==> src/rtl/hazard_stall_ctrl_pkg.sv <==
// Shared processor constants: opcodes, ALU ops, special register indices and
// the multdiv FSM state encoding.
package hazard_stall_ctrl_pkg;

    localparam logic [4:0] OP_RTYPE = 5'b00000;
    localparam logic [4:0] OP_BNE   = 5'b00010;
    localparam logic [4:0] OP_JAL   = 5'b00011;
    localparam logic [4:0] OP_JR    = 5'b00100;
    localparam logic [4:0] OP_ADDI  = 5'b00101;
    localparam logic [4:0] OP_BLT   = 5'b00110;
    localparam logic [4:0] OP_SW    = 5'b00111;
    localparam logic [4:0] OP_LW    = 5'b01000;
    localparam logic [4:0] OP_SETX  = 5'b10101;
    localparam logic [4:0] OP_BEX   = 5'b10110;

    localparam logic [4:0] ALU_MUL  = 5'b00110;
    localparam logic [4:0] ALU_DIV  = 5'b00111;

    localparam logic [4:0] REG_R0   = 5'd0;
    localparam logic [4:0] REG_R30  = 5'd30;
    localparam logic [4:0] REG_R31  = 5'd31;

    typedef enum logic {
        ST_IDLE = 1'b0,
        ST_BUSY = 1'b1
    } md_state_t;

    // Register 0 is hardwired, so it can never be the subject of a hazard.
    function automatic logic reads_reg(input logic [4:0] read_a,
                                       input logic [4:0] read_b,
                                       input logic [4:0] r);
        return (r != REG_R0) && ((read_a == r) || (read_b == r));
    endfunction

endpackage

==> src/rtl/hazard_stall_ctrl_regs.sv <==
// Instruction field decode: which registers an instruction reads and writes,
// and whether it is a multiply or divide.
module insn_regs_decode
    import hazard_stall_ctrl_pkg::*;
(
    input  logic [31:0] insn,
    output logic [4:0]  opcode,
    output logic [4:0]  rd,
    output logic [4:0]  read_a,
    output logic [4:0]  read_b,
    output logic [4:0]  dest,
    output logic        is_mul,
    output logic        is_div
);

    logic [4:0] rs;
    logic [4:0] rt;
    logic [4:0] alu_op;
    logic       unused_bits;

    assign opcode      = insn[31:27];
    assign rd          = insn[26:22];
    assign rs          = insn[21:17];
    assign rt          = insn[16:12];
    assign alu_op      = insn[6:2];
    assign unused_bits = ^{insn[11:7], insn[1:0]};

    assign is_mul = (opcode == OP_RTYPE) && (alu_op == ALU_MUL);
    assign is_div = (opcode == OP_RTYPE) && (alu_op == ALU_DIV);

    // Unused read slots are parked on r0 so they never match a hazard.
    always_comb begin
        read_a = REG_R0;
        read_b = REG_R0;
        case (opcode)
            OP_RTYPE: begin
                read_a = rs;
                read_b = rt;
            end
            OP_SW, OP_BNE, OP_BLT: begin
                read_a = rd;
                read_b = rs;
            end
            OP_JR:   read_a = rd;
            OP_BEX:  read_a = REG_R30;
            default: read_a = rs;
        endcase
    end

    always_comb begin
        dest = REG_R0;
        case (opcode)
            OP_RTYPE, OP_ADDI, OP_LW: dest = rd;
            OP_JAL:                   dest = REG_R31;
            OP_SETX:                  dest = REG_R30;
            default:                  dest = REG_R0;
        endcase
    end

endmodule

==> src/rtl/hazard_stall_ctrl.sv <==
// Pipeline hazard controller: load-use stalls plus sequencing of the
// multi-cycle multdiv unit and the stalls it imposes on dependent instructions.
module hazard_stall_ctrl
    import hazard_stall_ctrl_pkg::*;
#(
    parameter int MUL_CYCLES = 17,
    parameter int DIV_CYCLES = 33
) (
    input  logic        clock,
    input  logic        reset,
    input  logic [31:0] fd_insn,
    input  logic [31:0] dx_insn,
    input  logic        flush,
    output logic        stall_fd,
    output logic        bubble_dx,
    output logic        md_start,
    output logic        md_is_div,
    output logic        md_busy,
    output logic        md_done,
    output logic [4:0]  md_rd
);

    localparam int CNT_W = (DIV_CYCLES > 2) ? $clog2(DIV_CYCLES) : 1;
    localparam logic [CNT_W-1:0] MUL_LOAD = CNT_W'(MUL_CYCLES - 1);
    localparam logic [CNT_W-1:0] DIV_LOAD = CNT_W'(DIV_CYCLES - 1);

    md_state_t        state;
    logic [CNT_W-1:0] count;

    logic [4:0] fd_opcode, fd_rd, fd_read_a, fd_read_b, fd_dest;
    logic [4:0] dx_opcode, dx_rd, dx_read_a, dx_read_b, dx_dest;
    logic       fd_is_mul, fd_is_div, dx_is_mul, dx_is_div;
    logic       load_use, busy_hazard, stall;
    logic       unused_fields;

    insn_regs_decode u_fd_decode (
        .insn   (fd_insn),
        .opcode (fd_opcode),
        .rd     (fd_rd),
        .read_a (fd_read_a),
        .read_b (fd_read_b),
        .dest   (fd_dest),
        .is_mul (fd_is_mul),
        .is_div (fd_is_div)
    );

    insn_regs_decode u_dx_decode (
        .insn   (dx_insn),
        .opcode (dx_opcode),
        .rd     (dx_rd),
        .read_a (dx_read_a),
        .read_b (dx_read_b),
        .dest   (dx_dest),
        .is_mul (dx_is_mul),
        .is_div (dx_is_div)
    );

    assign unused_fields = ^{fd_opcode, fd_rd, dx_read_a, dx_read_b, dx_dest};

    assign md_busy = (state == ST_BUSY);
    assign md_done = (state == ST_BUSY) && (count == '0);

    // The done cycle already forwards the result, so dependents may proceed.
    assign load_use    = (dx_opcode == OP_LW) && reads_reg(fd_read_a, fd_read_b, dx_rd);
    assign busy_hazard = md_busy && !md_done &&
                         (reads_reg(fd_read_a, fd_read_b, md_rd) ||
                          ((fd_dest != REG_R0) && (fd_dest == md_rd)) ||
                          fd_is_mul || fd_is_div);

    assign stall     = !reset && !flush && (load_use || busy_hazard);
    assign stall_fd  = stall;
    assign bubble_dx = stall;

    // A mul/div showing up in D/X while busy is ignored; flush never aborts.
    always_ff @(posedge clock) begin
        if (reset) begin
            state     <= ST_IDLE;
            count     <= '0;
            md_rd     <= REG_R0;
            md_start  <= 1'b0;
            md_is_div <= 1'b0;
        end else begin
            md_start <= 1'b0;
            case (state)
                ST_IDLE: begin
                    if ((dx_is_mul || dx_is_div) && !flush) begin
                        state     <= ST_BUSY;
                        md_start  <= 1'b1;
                        md_is_div <= dx_is_div;
                        md_rd     <= dx_rd;
                        count     <= dx_is_div ? DIV_LOAD : MUL_LOAD;
                    end
                end
                ST_BUSY: begin
                    if (count == '0) begin
                        state <= ST_IDLE;
                    end else begin
                        count <= count - 1'b1;
                    end
                end
                default: state <= ST_IDLE;
            endcase
        end
    end

endmodule

==> config.mk <==
export PLATFORM = sky130hd
export DESIGN_NAME = hazard_stall_ctrl
export DESIGN_NICKNAME = d
export VERILOG_FILES = /design/src/rtl/hazard_stall_ctrl_pkg.sv /design/src/rtl/hazard_stall_ctrl_regs.sv /design/src/rtl/hazard_stall_ctrl.sv
export SDC_FILE = /design/constraint.sdc
export NUM_CORES = 1
export LEC_CHECK = 0
export BUFFER_PORTS_ARGS = -buffer_cell sky130_fd_sc_hd__buf_2
export CORE_ASPECT_RATIO = 0.6
export CORE_UTILIZATION = 50
export DETAILED_ROUTE_END_ITERATION = 8
export GPL_TIMING_DRIVEN = 0
export PLACE_DENSITY_LB_ADDON = 0.12
export REMOVE_ABC_BUFFERS = 1
export SLEW_MARGIN = 20
export SYNTH_ARGS = -nofsm -noshare
export SYNTH_HDL_FRONTEND = slang
export SYNTH_HIERARCHICAL = 1
export SYNTH_SLANG_ARGS = --single-unit
==> constraint.sdc <==
create_clock -name clock -period 4.05 [get_ports clock]
set_clock_uncertainty 0.1 [all_clocks]
set_input_delay 0.81 -clock clock [delete_from_list [all_inputs] [get_ports clock]]
set_output_delay 0.81 -clock clock [all_outputs]
set_load 0.05 [all_outputs]
# Word-level counts from Yosys, hierarchy flattened
# Index checks and enable logic that the tools add are counted.
# op_classes
multipliers	0
div_mod_pow	0
n_bitwise	1
n_reduce_logical	36
order_cmp	0
addsub	1
shift	0
eq_ne	21
mux	10
# op_table
operator	count
5-bit by 3-bit equality test with 1-bit output, second input constant	8
5-bit equality test	5
5-bit one-hot mux with 2 select lines	2
6-bit 2-to-1 mux	3
5-bit one-hot mux with 3 select lines	1
5-bit nonzero test	3
1-bit logical AND	14
6-bit one-hot mux with 2 select lines	1
5-bit by 2-bit equality test with 1-bit output, second input constant	2
5-bit by 4-bit equality test with 1-bit output, second input constant	2
5-bit equality test, second input constant	2
5-bit zero test	2
1-bit logical OR	7
6-bit zero test	1
3-bit OR reduction	2
6-bit by 1-bit subtractor with 6-bit output, second input constant	1
2-bit != test, second input constant	2
2-bit AND reduction	2
4-bit OR reduction	1
1-bit zero test	3
1-bit 2-to-1 mux	2
1-bit one-hot mux with 2 select lines	1
2-bit OR reduction	1
1-bit inverter	1
# word_totals
ramBits	0
in_bits	67
elab_cells	74
rom_bits	0
ff_bits	14
latchBits	0
mem_count	0

# Logic depth before layout (Yosys ltp)
# logic_depth
word_depth	12
mapped_depth	10
ltp_nobuf	8

# Modules after synthesis
# Netlist, hierarchy kept.
# modules_own_cells
module	area_per_inst_um2	n_inst	cells_per_inst
hazard_stall_ctrl	1027.2	1	130
insn_regs_decode	462.9	2	68

# Least setup slack after synthesis
# Ideal clock, no wire load.
# synth_path
kind	input to output
start	input port fd_insn[31]
end	output port stall_fd
arrival_time_ps	3704
cell_stages	10
path_slack_ps	-564
cell_sequence	buf_6 -> nor2_1 -> o21a_1 -> mux2i_1 -> xnor2_1 -> nand3_1 -> o32ai_2 -> a2111oi_2 -> o41ai_2 -> buf_4
# synth_via
elab_chain_cells	12
word_cells_on_any_way	36
# synth_lines
item	line	rtl
from (decl)	hazard_stall_ctrl.sv:11	input logic [31:0] fd_insn,
5-bit by 3-bit equality test with 1-bit output / 5-bit by 2-bit equality test with 1-bit output (equally long branches)	hazard_stall_ctrl_regs.sv:35	case (opcode)
4-bit OR reduction (no line)	-	
5-bit one-hot mux with 2 select lines *	hazard_stall_ctrl_regs.sv:35	
via fd_read_a[0]	hazard_stall_ctrl.sv:30	logic [4:0] fd_opcode, fd_rd, fd_read_a, fd_read_b, fd_dest;
5-bit equality test	hazard_stall_ctrl_pkg.sv:32	return (r != REG_R0) && ((read_a == r) || (read_b == r));
1-bit logical OR	hazard_stall_ctrl_pkg.sv:32	
1-bit logical AND	hazard_stall_ctrl_pkg.sv:32	
1-bit logical OR	hazard_stall_ctrl.sv:66	(reads_reg(fd_read_a, fd_read_b, md_rd) ||
1-bit logical OR	hazard_stall_ctrl.sv:67	((fd_dest != REG_R0) && (fd_dest == md_rd)) ||
1-bit logical OR	hazard_stall_ctrl.sv:68	fd_is_mul || fd_is_div);
1-bit logical AND	hazard_stall_ctrl.sv:65	assign busy_hazard = md_busy && !md_done &&
1-bit logical OR *	hazard_stall_ctrl.sv:70	assign stall = !reset && !flush && (load_use || busy_hazard);
1-bit logical AND *	hazard_stall_ctrl.sv:70	
to (decl)	hazard_stall_ctrl.sv:14	output logic stall_fd,
# The timed path passes the listed nets; every way through them passes the cells marked *.

# Worst setup path after layout
# layout_path
start	input port fd_insn[31]
end	output port stall_fd
# layout_via
elab_chain_cells	12
word_cells_on_any_way	36
# layout_lines
item	line
5-bit by 3-bit equality test with 1-bit output / 5-bit by 2-bit equality test with 1-bit output (equally long branches)	hazard_stall_ctrl_regs.sv:35
3-bit OR reduction	-
5-bit one-hot mux with 2 select lines *	hazard_stall_ctrl_regs.sv:35
via fd_read_b[0]	hazard_stall_ctrl.sv:30
5-bit equality test	hazard_stall_ctrl_pkg.sv:32
1-bit logical OR	hazard_stall_ctrl_pkg.sv:32
1-bit logical AND	hazard_stall_ctrl_pkg.sv:32
1-bit logical OR	hazard_stall_ctrl.sv:66
1-bit logical OR	hazard_stall_ctrl.sv:67
1-bit logical OR	hazard_stall_ctrl.sv:68
1-bit logical AND	hazard_stall_ctrl.sv:65
1-bit logical OR *	hazard_stall_ctrl.sv:70
1-bit logical AND *	hazard_stall_ctrl.sv:70
# Marks and branches as above.

==> impl_metrics.ini <==
[sta]
max_clock_freq_mhz = 252
worst_pin_slew_ps = 440
final.min_clock_period_ps = 3970
fin_crit_sh = 0.981
finalMaxSlewViolations = 0
finalSetupViolCount = 0
hold_violations = 0
slew_headroom = 0.706
tns_ps = 0

[floorplan]
pin_count = 78
die_x_um = 74.2
chipHeight_um = 45.3
initial_utilization = 0.534
die_area_sq_um = 3360
coreArea_sq_um = 2930
rows = 15

[cells_and_area]
final_nets = 313
antennaDiodeCount = 0
layout_common_cells = buf_2, nand2_1, xnor2_1, nor2_1, a21oi_1
final_common_cell = buf_2
post-route-util = 0.632
area_delta_synth_final_pct = 18.4
drive_above_1_share = 0.362

[routing]
vias = 1559
top_layer = met3
wirelength_um = 3920
ant_nets = 0
drtIter0Drc = 114
drc = 0
wl_met1_um = 2220
vias_per_cell = 5.47
firstDrtPassIters = 4
met3_length_um = 286
met2_length_um = 1410
wl_per_cell_um = 13.7

[job]
max_cap_violations = 0

[place]
numPortBuffers = 53
gp_congestion = 0.786
dpl.hpwl_um = 3090

[power]
ir_drop_mv = 0.0888
combinationalPowerShare = 0.260
leakagePower_nw = 0.779
totalPowerFinal_mw = 0.373
pwr-share-seq = 0.369
p_int_mw = 0.269
power_frac_clock = 0.371
swShare = 0.278
p_per_area_nw_per_um2 = 202
power_switching_mw = 0.104

[clock_network]
clkSinkCount = 14
hold_buffers = 0
numCtsBuffers = 3
htreeDepth = 1
cts_tree = built
clk_pin_slew_ps = 60
cts.path.max_buffers = 2
clock-root-buffer = clkbuf_8
clk_latency_ps = 250

[global_routing]
grt_pass1_wl_um = 5970
antenna_found_initial = 0
grt_pass1_vias = 1210
grt_max_degree = 17
track_usage = 0.239
globalRouteOverflowTotal = 0

[critical_path]
crit_required_ps = 3140
regToRegSetupSlack_ps = 2320
path_max_fanout = 8
r2r_start = count[0]
cp-end-kind = output pin
crit_type = input pin to output pin
r2r_cells = 7
cp.arrival_ps = 3060
r2r_end = count[4]
cp-start-kind = input pin

[min_path]
min_path_type = flop to flop
hold_path_end = md_is_div
whs_path_depth = 2
hold_start = md_is_div

[outcome]
status = finished, final reports clean

[logic_synthesis]
yosysWarningCount = 6
synth_area_per_cell_sq_um = 7.62
synth_cells = 205
synthesis.area_sq_um = 1560
==> power by group through the flow <==
stage | Sequential, mW | Clock [mW] | Combinational [mW]
2_1_floorplan | 0.141 | 0 | 0.0477
3_3_place_gp | 0.141 | 0 | 0.0887
3_5_place_dp | 0.141 | 0 | 0.0894
4_1_cts | 0.138 | 0.145 | 0.0901
5_1_grt | 0.138 | 0.150 | 0.105
6_report | 0.138 | 0.138 | 0.0971
==> layout make-up <==
cell class / count / area (sq um)
clock buffers: 4 / 55.1
fillers: 259 / 1080
inverters: 10 / 37.5
multi-input cells: 160 / 1130
flip-flops and latches: 14 / 280
well taps: 42 / 52.6
repair buffers: 55 / 292
==> through the flow <==
step / area [sq um] / hold slack [ps] / std cells / setup WS (ps)
2_1_floorplan: 1420 / 375 / 184 / -831
3_3_place_gp: 1740 / 385 / 279 / -85.5
3_5_place_dp: 1740 / 388 / 279 / -93.3
4_1_cts: 1800 / 406 / 283 / -3.27
5_1_grt: 1850 / 427 / 285 / -0.982
6_report: 1850 / 398 / 285 / 77.2
==> flip-flops by register name, indices dropped and copies added (netlist names) <==
register   flops
count          6
md_rd          5
md_busy        1
md_is_div      1
md_start       1
==> layer usage <==
metal	global-route usage	vias to the layer above
met3	0.0491	0
li1	-	788
met2	0.293	66
met5	0	-
met4	0.0346	0
met1	0.404	705
==> repair_timing <==
| action | CTS | global route |
|---|---|---|
| setup endpoints to repair | 2 | 2 |
| buffers inserted | 0 | 2 |
| resized for setup | 1 | 13 |
| pin swaps | 0 | 3 |
==> critical path, stage by stage <==
cell,delay [ps]
clkbuf_4,160
or2_4,290
nor4_4,220
buf_6,160
a22o_2,180
xnor2_1,120
nand3_1,130
o32ai_2,170
a2111oi_2,140
o41ai_2,400
buf_4,260
==> worst max-delay path by stage <==
stage                           start         to  cells past startpoint
after global placement    fd_insn[31]  bubble_dx                     10
after detailed placement  fd_insn[31]   stall_fd                     10
after CTS                 fd_insn[31]   stall_fd                     10
final                     fd_insn[31]   stall_fd                     11
after global routing      fd_insn[31]  bubble_dx                     11
after floorplan           fd_insn[31]  bubble_dx                      8
(Power assumes the default switching activity.)
